**config.mk**
```make
export PLATFORM = sky130hd
export DESIGN_NAME = flag_commit_ctrl
export DESIGN_NICKNAME = d
export VERILOG_FILES = /design/src/rtl/flag_commit_ctrl_pkg.sv /design/src/rtl/flag_commit_ctrl_cond_eval.sv /design/src/rtl/flag_commit_ctrl.sv
export SDC_FILE = /design/constraint.sdc
export NUM_CORES = 1
export LEC_CHECK = 0
export CORE_MARGIN = 5
export CORE_UTILIZATION = 47
export DETAILED_ROUTE_END_ITERATION = 10
export PLACE_DENSITY = 0.79
export REMOVE_ABC_BUFFERS = 1
export SLEW_MARGIN = 20
export SYNTH_ARGS = -nofsm -noshare
export SYNTH_HDL_FRONTEND = slang
export SYNTH_HIERARCHICAL = 1
export SYNTH_SLANG_ARGS = --single-unit
```
**constraint.sdc**
```tcl
create_clock -name clk -period 2.1 [get_ports clk]
set_input_delay 0.525 -clock clk [delete_from_list [all_inputs] [get_ports clk]]
set_output_delay 0.525 -clock clk [all_outputs]
set_load 0.05 [all_outputs]
```
**src/rtl/flag_commit_ctrl_pkg.sv**
```systemverilog
// Shared definitions for the status-word commit controller: flag bit
// positions, branch condition codes and branch handshake state encodings.
package flag_commit_ctrl_pkg;

  localparam int NFLAG  = 4;
  localparam int COND_W = 3;

  // Status word order is {C,S,V,Z} on bits [3:0]
  localparam int FLAG_Z = 0;
  localparam int FLAG_V = 1;
  localparam int FLAG_S = 2;
  localparam int FLAG_C = 3;

  localparam logic [COND_W-1:0] COND_EQ = 3'd0;
  localparam logic [COND_W-1:0] COND_NE = 3'd1;
  localparam logic [COND_W-1:0] COND_CS = 3'd2;
  localparam logic [COND_W-1:0] COND_CC = 3'd3;
  localparam logic [COND_W-1:0] COND_MI = 3'd4;
  localparam logic [COND_W-1:0] COND_PL = 3'd5;
  localparam logic [COND_W-1:0] COND_VS = 3'd6;
  localparam logic [COND_W-1:0] COND_LT = 3'd7;

  typedef enum logic [1:0] {
    ST_IDLE = 2'd0,
    ST_WAIT = 2'd1,
    ST_RESP = 2'd2
  } br_state_t;

endpackage

```
**src/rtl/flag_commit_ctrl_cond_eval.sv**
```systemverilog
// Branch condition evaluator: maps a condition code and a flag word to a
// taken decision. Purely combinational so a predictor checker can reuse it.
module flag_commit_ctrl_cond_eval
  import flag_commit_ctrl_pkg::*;
(
  input  logic [COND_W-1:0] cond,
  input  logic [NFLAG-1:0]  flags,
  output logic              taken
);

  // Decode the condition against the supplied flags
  always_comb begin
    taken = 1'b0;
    case (cond)
      COND_EQ: taken =  flags[FLAG_Z];
      COND_NE: taken = ~flags[FLAG_Z];
      COND_CS: taken =  flags[FLAG_C];
      COND_CC: taken = ~flags[FLAG_C];
      COND_MI: taken =  flags[FLAG_S];
      COND_PL: taken = ~flags[FLAG_S];
      COND_VS: taken =  flags[FLAG_V];
      COND_LT: taken =  flags[FLAG_S] ^ flags[FLAG_V];
      default: taken = 1'b0;
    endcase
  end

endmodule

```
**src/rtl/flag_commit_ctrl.sv**
```systemverilog
// Status word owner: delays EX flags through PIPE_DEPTH stages to commit,
// forwards the youngest pending flags, and resolves conditional branches
// with a req/ack handshake that waits out flag-setting instructions in EX.
//
// state   | meaning
// --------+----------------------------------------------------------
// ST_IDLE | no branch outstanding, or a new request seen this cycle
// ST_WAIT | request held off: EX instruction will still write flags
// ST_RESP | br_ack high for this single cycle, br_taken valid
//
// PIPE_DEPTH is meaningful in the range 1..4.
module flag_commit_ctrl
  import flag_commit_ctrl_pkg::*;
#(
  parameter int PIPE_DEPTH = 2
) (
  input  logic              clk,
  input  logic              rst,
  input  logic              ex_valid,
  input  logic [NFLAG-1:0]  ex_flag_we,
  input  logic [NFLAG-1:0]  ex_flags,
  input  logic              stall,
  input  logic              flush,
  input  logic              psw_we,
  input  logic [NFLAG-1:0]  psw_wdata,
  input  logic              br_req,
  input  logic [COND_W-1:0] br_cond,
  output logic [NFLAG-1:0]  psw_q,
  output logic [NFLAG-1:0]  fwd_flags,
  output logic              flags_pend,
  output logic              br_busy,
  output logic              br_ack,
  output logic              br_taken
);

  logic [PIPE_DEPTH-1:0]            st_vld;
  logic [PIPE_DEPTH-1:0][NFLAG-1:0] st_we;
  logic [PIPE_DEPTH-1:0][NFLAG-1:0] st_fl;

  br_state_t state;
  logic      hazard;
  logic      eval_taken;

  for (genvar i = 0; i < PIPE_DEPTH; i++) begin : g_stage
    logic             vld;
    logic [NFLAG-1:0] we;
    logic [NFLAG-1:0] fl;
    logic             src_vld;
    logic [NFLAG-1:0] src_we;
    logic [NFLAG-1:0] src_fl;

    if (i == 0) begin : g_src_ex
      assign src_vld = ex_valid;
      assign src_we  = ex_flag_we;
      assign src_fl  = ex_flags;
    end else begin : g_src_prev
      assign src_vld = st_vld[i-1];
      assign src_we  = st_we[i-1];
      assign src_fl  = st_fl[i-1];
    end

    // Shift when not stalled; flush kills everything younger than the last stage
    always_ff @(posedge clk or posedge rst) begin
      if (rst) begin
        vld <= 1'b0;
        we  <= '0;
        fl  <= '0;
      end else if (!stall) begin
        vld <= src_vld & ~flush;
        we  <= src_we;
        fl  <= src_fl;
      end else if (flush && (i < PIPE_DEPTH - 1)) begin
        vld <= 1'b0;
      end
    end

    assign st_vld[i] = vld;
    assign st_we[i]  = we;
    assign st_fl[i]  = fl;
  end

  // Architectural word: software write beats a same-cycle commit
  always_ff @(posedge clk or posedge rst) begin
    if (rst) begin
      psw_q <= '0;
    end else if (psw_we) begin
      psw_q <= psw_wdata;
    end else if (!stall && st_vld[PIPE_DEPTH-1]) begin
      psw_q <= (psw_q & ~st_we[PIPE_DEPTH-1]) |
               (st_fl[PIPE_DEPTH-1] & st_we[PIPE_DEPTH-1]);
    end
  end

  // Overlay pending stages oldest-first so the youngest writer of a bit wins
  always_comb begin
    fwd_flags = psw_q;
    for (int i = PIPE_DEPTH - 1; i >= 0; i--) begin
      if (st_vld[i]) begin
        fwd_flags = (fwd_flags & ~st_we[i]) | (st_fl[i] & st_we[i]);
      end
    end
  end

  // Any valid stage that will still write at least one flag
  always_comb begin
    flags_pend = 1'b0;
    for (int i = 0; i < PIPE_DEPTH; i++) begin
      if (st_vld[i] && (|st_we[i])) flags_pend = 1'b1;
    end
  end

  assign hazard  = ex_valid & (|ex_flag_we) & ~flush;
  assign br_busy = br_req & ~br_ack;

  flag_commit_ctrl_cond_eval u_cond_eval (
    .cond  (br_cond),
    .flags (fwd_flags),
    .taken (eval_taken)
  );

  // Branch resolution handshake; RESP always returns to IDLE
  always_ff @(posedge clk or posedge rst) begin
    if (rst) begin
      state    <= ST_IDLE;
      br_ack   <= 1'b0;
      br_taken <= 1'b0;
    end else begin
      br_ack <= 1'b0;
      case (state)
        ST_IDLE: begin
          if (br_req) begin
            if (hazard) begin
              state <= ST_WAIT;
            end else begin
              state    <= ST_RESP;
              br_ack   <= 1'b1;
              br_taken <= eval_taken;
            end
          end
        end
        ST_WAIT: begin
          if (flush || !br_req) begin
            state <= ST_IDLE;
          end else if (!hazard) begin
            state    <= ST_RESP;
            br_ack   <= 1'b1;
            br_taken <= eval_taken;
          end
        end
        ST_RESP: state <= ST_IDLE;
        default: state <= ST_IDLE;
      endcase
    end
  end

endmodule
```
==> flow_summary.json <==
{
  "p_per_area_mw_per_mm2": 682,
  "slew_headroom": 0.659,
  "status": "complete, but fails checks",
  "endpoint_kind": "primary output",
  "hold_path_class": "reg2reg",
  "yosysSeqAreaShare": 0.507,
  "required_ns": 1.57,
  "rsz0062_at_grt": "yes",
  "first_global_vias": 1155,
  "wl_per_cell_um": 17.3,
  "internal_power_mw": 0.833,
  "num_io_pins": 34,
  "period_needed_ns": 2.14,
  "grt_max_degree": 28,
  "max_freq_ghz": 0.467,
  "worst_pin_slew_ns": 0.509,
  "drc": 0,
  "ys_seq_elements": 26,
  "path_clk_slew_ns": 0.13,
  "start_util": 0.477,
  "synth_cell_type_count": 27,
  "p_sw_frac": 0.340,
  "seqPwrFrac": 0.492,
  "diodes": 0,
  "switchingPower_mw": 0.429,
  "layout-drive-gt1-share": 0.325,
  "synth_cells": 113,
  "period_share": 1.02,
  "postLayoutSetupSlackWorst_ns": -0.0418,
  "finalClockSkew_ns": 0.00172,
  "avgSynthCellArea_um2": 11.3,
  "grt_overflow_total": 0,
  "grtUsageMet3": 0.0342,
  "crit_fanout": 6,
  "vias_per_cell": 5.66,
  "design_area_mm2": 0.00185,
  "wirelength_um": 3190,
  "grt_pass1_wl_um": 5330,
  "dp_slack_ns": 0.0823,
  "startpoint_type": "flop",
  "grt.total_usage": 0.167,
  "max-vdd-ir-drop_uv": 561,
  "p_comb_frac": 0.344,
  "yosysWarnings": 6,
  "syn2layout_area_growth_pct": 44.3,
  "numCtsBuffers": 3,
  "fin_hold_ws_ns": 0.461,
  "htree_levels": 1,
  "max_stage_delay_ns": 0.43,
  "r2r_slack_ns": 0.07,
  "leakage_nw": 0.831,
  "hold_viol": 0,
  "placementRows": 19,
  "drtIter0Drc": 38,
  "insertion_delay_ns": 0.31,
  "final_max_slew_viol_count": 0,
  "die_h_um": 62.2,
  "vias": 1048,
  "die_w_um": 62.2,
  "slowest_stage": "dfrtp_2",
  "placed_cell_area_mm2": 0.00172,
  "critical_path_arrival_ns": 1.62,
  "critical_path.cell_chain": "buf_6, and3_4, a221oi_2, a31oi_2, buf_4, buf_12",
  "hpwl_um": 2220,
  "die_area_mm2": 0.00387,
  "fin_util": 0.689,
  "clockRootBuffer": "clkbuf_4",
  "core_area_mm2": 0.00269,
  "maxCapViolations": 0,
  "gp_congestion": 0.817,
  "cts.sinks": 26,
  "critPathKind": "reg2out",
  "grt.met1_usage": 0.212,
  "grt_use_met2": 0.281,
  "cts_tree": "yes",
  "ant_nets": 0,
  "holdBufCountCts": 0,
  "port_buffers": 33,
  "firstDrtPassIters": 4,
  "syn_area_mm2": 0.00128,
  "violations": "setup timing",
  "grt.busiest_layer": "met2",
  "setup_viol": 4,
  "cts_buffer_depth": 2,
  "power_frac_clock": 0.164,
  "antenna_found_initial": 0,
  "fin_nets": 178
}
==> Yosys cell counts <==
master | number | share of area
dfrtp_1 | 26 | 0.51
nand2_1 | 15 | 0.044
mux2_2 | 12 | 0.11
o21ai_0 | 9 | 0.035
inv_1 | 7 | 0.020
mux2i_1 | 6 | 0.047
a221oi_1 | 4 | 0.027
a31oi_1 | 4 | 0.020
and3_1 | 4 | 0.020
buf_2 | 4 | 0.016
nand3b_1 | 4 | 0.023
o41ai_1 | 2 | 0.014
xor2_1 | 2 | 0.014
a211oi_1 | 1 | 0.0059
and3_2 | 1 | 0.0059
clkbuf_1 | 1 | 0.0029
mux2_4 | 1 | 0.012
nand2b_1 | 1 | 0.0049
nand2b_4 | 1 | 0.011
nor2_1 | 1 | 0.0029
nor2b_1 | 1 | 0.0049
nor4_4 | 1 | 0.017
nor4b_1 | 1 | 0.0068
o2111a_1 | 1 | 0.0088
o2111a_2 | 1 | 0.0098
o21ai_1 | 1 | 0.0039
o32ai_2 | 1 | 0.013
==> power groups by stage <==
stage	registers [mW]	clock network [mW]	logic [mW]
after floorplan	0.659	0	0.168
after global placement	0.616	0	0.399
after detailed placement	0.622	0	0.408
after CTS	0.613	0.213	0.431
after global routing	0.627	0.230	0.458
final	0.621	0.207	0.434
==> per-stage QoR <==
step / total power, mW / std cells / TNS [ns]
2_1_floorplan: 0.827 / 108 / -0.822
3_3_place_gp: 1.02 / 177 / 0
3_5_place_dp: 1.03 / 177 / 0
4_1_cts: 1.26 / 185 / -0.171
5_1_grt: 1.31 / 185 / -0.372
6_report: 1.26 / 185 / -0.0891
==> cell usage in the layout (no fill, tap or decap) <==
| cell type | Yosys | final |
|---|---|---|
| a211oi_1 | 1 | 1 |
| a221oi_2 | 0 | 4 |
| a31oi_2 | 0 | 4 |
| and3_1 | 4 | 2 |
| and3_2 | 1 | 1 |
| and3_4 | 0 | 2 |
| buf_12 | 0 | 6 |
| buf_2 | 4 | 1 |
| buf_4 | 0 | 9 |
| buf_6 | 0 | 1 |
| clkbuf_4 | 0 | 3 |
| clkdlybuf4s50_1 | 0 | 23 |
| dfrtp_1 | 26 | 24 |
| dfrtp_2 | 0 | 2 |
| dlygate4sd2_1 | 0 | 1 |
| dlymetal6s2s_1 | 0 | 2 |
| inv_1 | 7 | 7 |
| mux2_2 | 12 | 12 |
| mux2_4 | 1 | 1 |
| mux2i_1 | 6 | 6 |
| nand2_1 | 15 | 15 |
| nand2b_1 | 1 | 1 |
| nand2b_4 | 1 | 1 |
| nand3b_1 | 4 | 4 |
| nor2_1 | 1 | 1 |
| nor2b_1 | 1 | 1 |
| nor4_4 | 1 | 1 |
| nor4b_1 | 1 | 1 |
| o2111a_1 | 1 | 1 |
| o2111a_2 | 1 | 1 |
| o21ai_0 | 9 | 9 |
| o21ai_1 | 1 | 1 |
| o32ai_2 | 1 | 1 |
| o41ai_1 | 2 | 2 |
| xor2_1 | 2 | 2 |
==> kinds of logic after synthesis <==
kind of cell | share of synthesized area
simple gates | 0.140
compound gates | 0.137
buf+inv | 0.0390
flops | 0.507
mux | 0.164
xor+xnor | 0.0137
==> critical path, delay by kind of cell, from the launching register on <==
family,cells,cell delay (ns)
simple gates,1,0.17
flops,1,0.43
buf+inv,3,0.44
compound gates,2,0.27
==> area by class of cell <==
type	count	area, um2
Clock buffer	3	22.5
Fill cell	195	836
Inverter	7	26.3
Multi-Input combinational cell	75	642
Sequential cell	26	653
Tap cell	31	38.8
Timing Repair Buffer	43	468
==> final timing paths <==
| kind | from | endpoint | depth (start not counted) |
|---|---|---|---|
| setup reg to reg | g_stage[1].vld | br_taken | 9 |
| setup / recovery | g_stage[1].vld | fwd_flags[2] | 6 |
| hold / removal | state[1] | state[0] | 1 |
| min in group asynchronous | rst | br_taken | 3 |
| max in group asynchronous | rst | g_stage[1].vld | 3 |
| hold reg to reg | state[1] | state[0] | 1 |
==> per-layer routing <==
layer  vias to the layer above  part of all wire
met3                         2             0.042
met1                       520              0.42
met4                         0            0.0041
met2                        32              0.53
li1                        494                 -
met5                         -                 0
==> flip-flops by register name (all words and copies together), names as in the netlist <==
| register | count |
|---|---|
| g_stage.vld | 2 |
| br_ack | 1 |
| g_stage.we | 8 |
| psw_q | 4 |
| g_stage.fl | 8 |
| state | 2 |
| br_taken | 1 |
==> timing repair <==
action	in CTS	in global routing
pin swaps	0	0
setup endpoints to repair	4	8
resized for setup	10	7
setup buffers	5	0
cloned	0	0
(Power assumes the default switching activity.)
